<file path="src/rtl/chord_sched_pkg.sv">
// Shared definitions for the chord scheduler: song ROM entry layout,
// end marker and FSM state encoding.
package chord_sched_pkg;

  localparam int NOTE_MSB = 14;
  localparam int NOTE_LSB = 9;
  localparam int DUR_MSB  = 8;
  localparam int DUR_LSB  = 3;
  localparam int META_MSB = 2;
  localparam int META_LSB = 0;
  localparam int ADV_BIT  = 15;

  localparam logic [15:0] END_MARKER = 16'h0000;

  typedef enum logic [2:0] {
    S_IDLE      = 3'd0,
    S_FETCH     = 3'd1,
    S_ROM_WAIT  = 3'd2,
    S_DECODE    = 3'd3,
    S_LOAD      = 3'd4,
    S_GUARD     = 3'd5,
    S_WAIT_DONE = 3'd6,
    S_SONG_DONE = 3'd7
  } state_e;

  function automatic logic [5:0] entry_note(input logic [15:0] e);
    return e[NOTE_MSB:NOTE_LSB];
  endfunction

  function automatic logic [2:0] entry_meta(input logic [15:0] e);
    return e[META_MSB:META_LSB];
  endfunction

  function automatic logic [5:0] entry_dur(input logic [15:0] e);
    return e[DUR_MSB:DUR_LSB];
  endfunction

endpackage

</file>
<file path="src/rtl/chord_scheduler_if.sv">
// Song ROM bus and notes-player load bus of the chord scheduler.
interface chord_scheduler_if #(
  parameter int ADDR_WIDTH = 7
);
  logic [ADDR_WIDTH-1:0] rom_addr;
  logic [15:0]           rom_data;
  logic [5:0]            note1;
  logic [5:0]            note2;
  logic [5:0]            note3;
  logic [5:0]            note4;
  logic [2:0]            metadata1;
  logic [2:0]            metadata2;
  logic [2:0]            metadata3;
  logic [2:0]            metadata4;
  logic [1:0]            num_notes;
  logic [5:0]            duration;
  logic                  load_new_note;
  logic                  play_enable;
  logic                  done_with_note;

  modport master (
    output rom_addr, note1, note2, note3, note4,
    output metadata1, metadata2, metadata3, metadata4,
    output num_notes, duration, load_new_note, play_enable,
    input  rom_data, done_with_note
  );

  modport slave (
    input  rom_addr, note1, note2, note3, note4,
    input  metadata1, metadata2, metadata3, metadata4,
    input  num_notes, duration, load_new_note, play_enable,
    output rom_data, done_with_note
  );
endinterface

</file>
<file path="src/rtl/chord_scheduler_accumulator.sv">
// Collects up to four note entries into chord slots; writes beyond the
// fourth are dropped. num_notes is registered as voice count minus one.
module chord_accumulator (
  input  logic            clk,
  input  logic            reset,
  input  logic            clear,
  input  logic            wr,
  input  logic [5:0]      note,
  input  logic [2:0]      meta,
  output logic [3:0][5:0] notes_q,
  output logic [3:0][2:0] metas_q,
  output logic [1:0]      num_notes_q
);
  logic [2:0]      count_q;
  logic [2:0]      count_d;
  logic [3:0][5:0] notes_d;
  logic [3:0][2:0] metas_d;
  logic [1:0]      num_notes_d;

  // Slot fill / clear; clear wins over a simultaneous write
  always_comb begin
    count_d = count_q;
    notes_d = notes_q;
    metas_d = metas_q;
    if (clear) begin
      count_d = 3'd0;
      notes_d = {4{6'd0}};
      metas_d = {4{3'd0}};
    end else if (wr && (count_q < 3'd4)) begin
      notes_d[count_q[1:0]] = note;
      metas_d[count_q[1:0]] = meta;
      count_d               = count_q + 3'd1;
    end else begin
      count_d = count_q;
    end
    // count 1..4 maps to 0..3 via the low two bits minus one; empty is a rest
    if (count_d == 3'd0) begin
      num_notes_d = 2'd0;
    end else begin
      num_notes_d = count_d[1:0] - 2'd1;
    end
  end

  // Slot state registers
  always_ff @(posedge clk or negedge reset) begin
    if (!reset) begin
      count_q     <= 3'd0;
      notes_q     <= {4{6'd0}};
      metas_q     <= {4{3'd0}};
      num_notes_q <= 2'd0;
    end else begin
      count_q     <= count_d;
      notes_q     <= notes_d;
      metas_q     <= metas_d;
      num_notes_q <= num_notes_d;
    end
  end

endmodule

</file>
<file path="src/rtl/chord_scheduler.sv">
// Song sequencer: fetches ROM entries, builds chords and hands them to the
// notes player. Define LOOP_EN to loop the song instead of stopping at its end.
module chord_scheduler
  import chord_sched_pkg::*;
#(
  parameter int ADDR_WIDTH     = 7,
  parameter int SONG_SEL_WIDTH = 2
) (
  input  logic                      clk,
  input  logic                      reset,
  input  logic                      play,
  input  logic [SONG_SEL_WIDTH-1:0] song_sel,
  input  logic                      restart,
  output logic                      song_done,
  chord_scheduler_if.master         sif
);
  localparam int OFS_W = ADDR_WIDTH - SONG_SEL_WIDTH;
  localparam logic [ADDR_WIDTH-1:0] ADDR_ONE = {{(ADDR_WIDTH-1){1'b0}}, 1'b1};

  state_e                state_q, state_d;
  logic [ADDR_WIDTH-1:0] addr_q, addr_d;
  logic [ADDR_WIDTH-1:0] base_q, base_d;
  logic [5:0]            dur_q, dur_d;
  logic                  load_q, load_d;
  logic                  play_enable_q, play_enable_d;
  logic                  song_done_q, song_done_d;
  logic                  play_prev_q;
  logic                  acc_clr_s, acc_wr_s, end_hit_s, last_s;
  logic [ADDR_WIDTH-1:0] sel_base_s;
  logic [3:0][5:0]       notes_s;
  logic [3:0][2:0]       metas_s;
  logic [1:0]            num_notes_s;

  assign sel_base_s = {song_sel, {OFS_W{1'b0}}};
  assign last_s     = &addr_q[OFS_W-1:0];

  chord_accumulator u_acc (
    .clk         (clk),
    .reset       (reset),
    .clear       (acc_clr_s),
    .wr          (acc_wr_s),
    .note        (entry_note(sif.rom_data)),
    .meta        (entry_meta(sif.rom_data)),
    .notes_q     (notes_s),
    .metas_q     (metas_s),
    .num_notes_q (num_notes_s)
  );

  // Next-state and output decode; play=0 freezes every state except SONG_DONE
  always_comb begin
    state_d   = state_q;
    addr_d    = addr_q;
    base_d    = base_q;
    dur_d     = dur_q;
    load_d    = 1'b0;
    acc_clr_s = 1'b0;
    acc_wr_s  = 1'b0;
    end_hit_s = 1'b0;
    case (state_q)
      S_IDLE: begin
        if (play) begin
          state_d   = S_FETCH;
          base_d    = sel_base_s;
          addr_d    = sel_base_s;
          acc_clr_s = 1'b1;
        end else begin
          state_d = S_IDLE;
        end
      end
      S_FETCH: begin
        if (play) state_d = S_ROM_WAIT; else state_d = S_FETCH;
      end
      S_ROM_WAIT: begin
        if (play) state_d = S_DECODE; else state_d = S_ROM_WAIT;
      end
      S_DECODE: begin
        if (!play) begin
          state_d = S_DECODE;
        end else if (sif.rom_data == END_MARKER) begin
          end_hit_s = 1'b1;
        end else if (sif.rom_data[ADV_BIT]) begin
          dur_d   = entry_dur(sif.rom_data);
          state_d = S_LOAD;
        end else begin
          acc_wr_s = 1'b1;
          if (last_s) begin
            end_hit_s = 1'b1;
          end else begin
            addr_d  = addr_q + ADDR_ONE;
            state_d = S_FETCH;
          end
        end
      end
      S_LOAD: begin
        // strobe is issued only on an edge where play is high
        if (play) begin
          load_d  = 1'b1;
          state_d = S_GUARD;
        end else begin
          state_d = S_LOAD;
        end
      end
      S_GUARD: begin
        if (play) state_d = S_WAIT_DONE; else state_d = S_GUARD;
      end
      S_WAIT_DONE: begin
        if (play && sif.done_with_note) begin
          acc_clr_s = 1'b1;
          if (last_s) begin
            end_hit_s = 1'b1;
          end else begin
            addr_d  = addr_q + ADDR_ONE;
            state_d = S_FETCH;
          end
        end else begin
          state_d = S_WAIT_DONE;
        end
      end
      S_SONG_DONE: begin
        if (restart || (play && !play_prev_q)) begin
          state_d   = S_FETCH;
          base_d    = sel_base_s;
          addr_d    = sel_base_s;
          acc_clr_s = 1'b1;
        end else begin
          state_d = S_SONG_DONE;
        end
      end
      default: begin
        state_d = S_IDLE;
      end
    endcase

    if (end_hit_s) begin
`ifdef LOOP_EN
      state_d   = S_FETCH;
      addr_d    = base_q;
      acc_clr_s = 1'b1;
`else
      state_d   = S_SONG_DONE;
`endif
    end else begin
      end_hit_s = 1'b0;
    end

    if (restart && (state_q != S_IDLE) && (state_q != S_SONG_DONE)) begin
      state_d   = S_FETCH;
      addr_d    = base_q;
      acc_clr_s = 1'b1;
      acc_wr_s  = 1'b0;
      load_d    = 1'b0;
      end_hit_s = 1'b0;
    end else begin
      end_hit_s = end_hit_s;
    end

`ifdef LOOP_EN
    song_done_d = end_hit_s;
`else
    song_done_d = (state_d == S_SONG_DONE);
`endif
    play_enable_d = play && ((state_d == S_LOAD) || (state_d == S_GUARD) ||
                             (state_d == S_WAIT_DONE));
  end

  // State and registered outputs
  always_ff @(posedge clk or negedge reset) begin
    if (!reset) begin
      state_q       <= S_IDLE;
      addr_q        <= {ADDR_WIDTH{1'b0}};
      base_q        <= {ADDR_WIDTH{1'b0}};
      dur_q         <= 6'd0;
      load_q        <= 1'b0;
      play_enable_q <= 1'b0;
      song_done_q   <= 1'b0;
      play_prev_q   <= 1'b0;
    end else begin
      state_q       <= state_d;
      addr_q        <= addr_d;
      base_q        <= base_d;
      dur_q         <= dur_d;
      load_q        <= load_d;
      play_enable_q <= play_enable_d;
      song_done_q   <= song_done_d;
      play_prev_q   <= play;
    end
  end

  assign sif.rom_addr      = addr_q;
  assign sif.note1         = notes_s[0];
  assign sif.note2         = notes_s[1];
  assign sif.note3         = notes_s[2];
  assign sif.note4         = notes_s[3];
  assign sif.metadata1     = metas_s[0];
  assign sif.metadata2     = metas_s[1];
  assign sif.metadata3     = metas_s[2];
  assign sif.metadata4     = metas_s[3];
  assign sif.num_notes     = num_notes_s;
  assign sif.duration      = dur_q;
  assign sif.load_new_note = load_q;
  assign sif.play_enable   = play_enable_q;
  assign song_done         = song_done_q;

endmodule

</file>
<file path="src/flat_wrapper.sv">
// flat-port wrapper written by rule: the top's interface ports become plain ports
module chord_scheduler_flat import chord_sched_pkg::*;
#(
  parameter int ADDR_WIDTH     = 7,
  parameter int SONG_SEL_WIDTH = 2
)
  (clk, reset, play, song_sel, restart, song_done, sif_rom_addr, sif_note1, sif_note2, sif_note3, sif_note4, sif_metadata1, sif_metadata2, sif_metadata3, sif_metadata4, sif_num_notes, sif_duration, sif_load_new_note, sif_play_enable, sif_rom_data, sif_done_with_note);
  chord_scheduler_if #(.ADDR_WIDTH(ADDR_WIDTH)) sif_i ();
  input  logic clk;
  input  logic reset;
  input  logic play;
  input  logic [SONG_SEL_WIDTH-1:0] song_sel;
  input  logic restart;
  output logic song_done;
  output wire logic [$bits(sif_i.rom_addr)-1:0] sif_rom_addr;
  output wire logic [$bits(sif_i.note1)-1:0] sif_note1;
  output wire logic [$bits(sif_i.note2)-1:0] sif_note2;
  output wire logic [$bits(sif_i.note3)-1:0] sif_note3;
  output wire logic [$bits(sif_i.note4)-1:0] sif_note4;
  output wire logic [$bits(sif_i.metadata1)-1:0] sif_metadata1;
  output wire logic [$bits(sif_i.metadata2)-1:0] sif_metadata2;
  output wire logic [$bits(sif_i.metadata3)-1:0] sif_metadata3;
  output wire logic [$bits(sif_i.metadata4)-1:0] sif_metadata4;
  output wire logic [$bits(sif_i.num_notes)-1:0] sif_num_notes;
  output wire logic [$bits(sif_i.duration)-1:0] sif_duration;
  output wire logic [$bits(sif_i.load_new_note)-1:0] sif_load_new_note;
  output wire logic [$bits(sif_i.play_enable)-1:0] sif_play_enable;
  input wire logic [$bits(sif_i.rom_data)-1:0] sif_rom_data;
  input wire logic [$bits(sif_i.done_with_note)-1:0] sif_done_with_note;
  assign sif_rom_addr = sif_i.rom_addr;
  assign sif_note1 = sif_i.note1;
  assign sif_note2 = sif_i.note2;
  assign sif_note3 = sif_i.note3;
  assign sif_note4 = sif_i.note4;
  assign sif_metadata1 = sif_i.metadata1;
  assign sif_metadata2 = sif_i.metadata2;
  assign sif_metadata3 = sif_i.metadata3;
  assign sif_metadata4 = sif_i.metadata4;
  assign sif_num_notes = sif_i.num_notes;
  assign sif_duration = sif_i.duration;
  assign sif_load_new_note = sif_i.load_new_note;
  assign sif_play_enable = sif_i.play_enable;
  assign sif_i.rom_data = sif_rom_data;
  assign sif_i.done_with_note = sif_done_with_note;
  chord_scheduler #(.ADDR_WIDTH(ADDR_WIDTH), .SONG_SEL_WIDTH(SONG_SEL_WIDTH)) u_core (.clk(clk), .reset(reset), .play(play), .song_sel(song_sel), .restart(restart), .song_done(song_done), .sif(sif_i));
endmodule
</file>
<file path="config.mk">
export PLATFORM = sky130hd
export DESIGN_NAME = chord_scheduler_flat
export DESIGN_NICKNAME = d
export VERILOG_FILES = /design/src/rtl/chord_sched_pkg.sv /design/src/rtl/chord_scheduler_if.sv /design/src/rtl/chord_scheduler_accumulator.sv /design/src/rtl/chord_scheduler.sv /design/src/flat_wrapper.sv
export SDC_FILE = /design/constraint.sdc
export NUM_CORES = 1
export LEC_CHECK = 0
export CAP_MARGIN = 10
export CORE_MARGIN = 2
export CORE_UTILIZATION = 49
export CTS_CLUSTER_SIZE = 12
export DETAILED_ROUTE_END_ITERATION = 10
export PLACE_DENSITY = 0.8
export SYNTH_ARGS = -nofsm -noshare
export SYNTH_HDL_FRONTEND = slang
export SYNTH_SLANG_ARGS = --single-unit
</file>
<file path="constraint.sdc">
create_clock -name clk -period 3.1 [get_ports clk]
set_clock_uncertainty 0.2 [all_clocks]
set_input_delay 0.465 -clock clk [delete_from_list [all_inputs] [get_ports clk]]
set_output_delay 0.465 -clock clk [all_outputs]
set_load 0.05 [all_outputs]
</file>
==> out/qor.txt <==
Post-synthesis compound-gate area fraction -> 0.136
P_int -> 1.79 mW
Final period util -> 0.817
Mapped cell area -> 3100 um^2
Post-Syn Nets -> 352
Global route overflow -> 0
Cells after Synth -> 323
Critical setup path kind -> in2reg
Most common cell after layout, fill and taps aside -> nand2_1
Max incr delay on CP -> 0.52 ns
Post-Synth Simple-Gate Area -> 0.225
RSZ-0062 raised after global routing -> false
Die X -> 83.5 um
Post-synthesis xor/xnor area fraction -> 0.0113
Power Density -> 687 nW/um^2
Total CTS buffers -> 9
Clk Latency, worst-skew pair -> 0.34 ns
CP top delay family -> compound AO/OA/AOI/OAI gates
Minimum clock period -> 2.53 ns
Number of synthesized flops with an enable pin -> 0
Root Driver -> clkbuf_8
Initial antenna violation count -> 0
CORE AREA -> 6030 um^2
Post-synthesis mux area share -> 0.0496
Worst path cell trace -> clkdlybuf4s50_1, nor4_1, a41oi_1, o311ai_2, a21oi_4, mux2_2
Cts repair resizes -> 0
Clock sinks -> 63
Vias post-DR -> 2684
Layout cells sized above 1 -> 0.115
Total GRT Usage -> 0.227
Flop pwr share -> 0.372
Leak Pwr -> 1.77 nW
Crit path to -> u_core.sif.rom_addr[5]
Routed wire length -> 7710 um
First-pass GRT wire length -> 12800 um
Antenna cells -> 0
Synth Flop Type -> dfrtp_1
Row cnt -> 28
TNS Setup -> 0 ns
Area contributors post-synth -> dfrtp_1 (51%), nand2_1 (11%), o21ai_0 (5.0%), mux2_2 (4.0%), ha_1 (2.4%)
Post-route DRC -> 0
Crit path max fanout -> 6
Vias per cell -> 5.53
Most frequent cells in the layout -> nand2_1 (87), clkdlybuf4s50_1 (75), dfrtp_1 (63)
Max-cap violations -> 0
Final hold vios -> 0
Syn_area_per_cell -> 9.60 um^2
Comb pwr share -> 0.355
Yosys reg bits -> 63
Fillers -> 481
Crit path arrival time -> 2.56 ns
Terminus of the critical flop-to-flop path -> u_core.sif.rom_addr[5]
CTS clk-pin slew, worst paths -> 0.07 ns
Synth Warn # -> 0
Share of the synthesized area in the top cell type -> 0.508
TritonCTS clock tree -> built
# nets final -> 435
Max-slew headroom -> 0.467
IR drop worst, VDD -> 0.663 mV
Endpoints failing setup -> 0
Status -> completed
Reg2reg setup slack -> 0.61 ns
Largest net degree at the start of global routing -> 38
Netlist cell types -> 46
Max-slew violation count -> 0
Starting Density -> 0.515
Seq/Total Area, Yosys -> 0.508
CP Launch Type -> primary input
Initial DRC count -> 175
IO buf count -> 76
Number of global-route vias before repair -> 2716
Slew of the pin with the lowest slew margin -> 0.800 ns
Clock network fraction of design power -> 0.273
Worst setup path startpoint -> sif_rom_data[1]
Area leader, netlist -> dfrtp_1
Net Sw Frac -> 0.375
Critical Path Stages -> 6
Async SR Flop Fraction -> 1.00
Largest family of logic cells by synthesized area -> simple AND/OR/NAND/NOR gates
Hold buffer count at cts -> 0
Worst EP required -> 3.12 ns
DRT antenna net count -> 0
Slowest cell on crit path -> clkdlybuf4s50_1
Reg2reg start -> u_core.state_q[1]
Layout area overhead -> 34.0%
Sw Pwr -> 1.07 mW
H-Tree Depth -> 3
Max Freq -> 0.395 GHz
Die H -> 83.5 um
Setup Buffers After CTS -> 0
Post-DR wirelength/cell -> 15.9 um
Synth Area in Adders -> 0.0242
Num ports -> 77
Min Hold Slack -> 0.00357 ns
Worst min path class -> in2async
Worst R2R Path Depth -> 5
DP HPWL -> 5560 um
Critical path buffer and inverter count -> 1
Routability-driven placement congestion ratio -> 0.851
Critical Path End Type -> flip-flop
DR pass1 iterations -> 4
Max Root-Sink Buffers -> 2
Die ar. -> 6980 um^2
==> power groups by stage <==
stage,sequential (mW),clock [mW],combinational (mW)
final,1.06,0.781,1.01
after global routing,1.08,0.830,1.07
after CTS,1.06,0.792,1.02
after detailed placement,1.07,0,1.01
after global placement,1.06,0,0.995
after floorplan,1.30,0,0.472
==> how the worst min path moves through the flow <==
stage / start / to / slack (ns)
after CTS: reset / u_core.u_acc.notes_q[2] / 0.03
after global routing: reset / u_core.u_acc.notes_q[2] / 0.07
final: reset / u_core.u_acc.notes_q[2] / 0.004
after global placement: u_core.sif.duration[5] / u_core.sif.duration[5] / 0.29
after detailed placement: u_core.sif.duration[4] / u_core.sif.duration[4] / 0.29
after floorplan: reset / u_core.base_q[5] / -0.03
==> Yosys cell counts, drive strengths merged (2+ instances only) <==
master,n
nand2b,3
nor2b,2
and3,4
o211ai,2
inv,12
nand4b,2
xnor2,2
nand2,87
o311ai,2
mux2,11
clkbuf,5
xor2,2
dfrtp,63
ha,6
buf,11
o21a,2
o21ai,43
or4,2
a21oi,8
or3,3
nand3,10
nor2,11
a21o,2
nor3b,5
o2111ai,2
a31oi,2
nor4,5
mux2i,3
==> registers in the layout, indices dropped and copies added, names as in the netlist <==
signal                    flops
u_core.play_prev_q            1
u_core.state_q                3
u_core.sif.play_enable        1
u_core.base_q                 2
u_core.u_acc.count_q          3
u_core.u_acc.num_notes_q      2
u_core.u_acc.notes_q         24
u_core.sif.duration           6
u_core.u_acc.metas_q         12
u_core.sif.load_new_note      1
u_core.song_done              1
u_core.sif.rom_addr           7
==> final cells by class <==
cell class | instances | area [um^2] | share of cell area
Multi-Input combinational cell | 232 | 1380 | 0.333
Clock inverter | 4 | 70.1 | 0.0169
Clock buffer | 11 | 141 | 0.0340
Inverter | 12 | 45.0 | 0.0108
Tap cell | 75 | 93.8 | 0.0226
Timing Repair Buffer | 88 | 846 | 0.204
Sequential cell | 63 | 1580 | 0.379
==> kinds of logic after synthesis <==
| group | count (synthesis) |
|---|---|
| adder cells (fa/ha/maj) | 6 |
| AND/OR/NAND/NOR | 139 |
| AO/OA/AOI/OAI | 69 |
| flip-flops | 63 |
| XOR/XNOR | 4 |
| buffers and inverters | 28 |
| multiplexers | 14 |
==> worst reg2reg max path: stages, from the launching register on <==
cell and delay, ns:
dfrtp_1 0.59, or4b_4 0.61, o2111ai_1 0.15, o311ai_2 0.20, a21oi_4 0.27, mux2_2 0.37
==> layer usage <==
| layer | wire length [um] | vias up | share of wire | global-route usage |
|---|---|---|---|---|
| met3 | 398 | 13 | 0.052 | 0.0524 |
| met1 | 3300 | 1309 | 0.43 | 0.275 |
| li1 | - | 1277 | - | - |
| met4 | 106 | 0 | 0.014 | 0.0704 |
| met5 | 0 | - | 0 | 0 |
| met2 | 3910 | 85 | 0.51 | 0.404 |
==> per-stage QoR <==
step | total power, mW | instance area, um^2 | worst slack (ns) | cells | util
floorplan | 1.77 | 3100 | 0.558 | 323 | -
global placement | 2.06 | 3940 | 0.251 | 470 | 0.654
detailed placement | 2.08 | 3940 | 0.208 | 470 | 0.654
CTS | 2.87 | 4160 | 0.556 | 485 | 0.690
global route | 2.98 | 4160 | 0.414 | 485 | 0.690
finish | 2.86 | 4160 | 0.567 | 485 | 0.690
(Power assumes the default switching activity.)
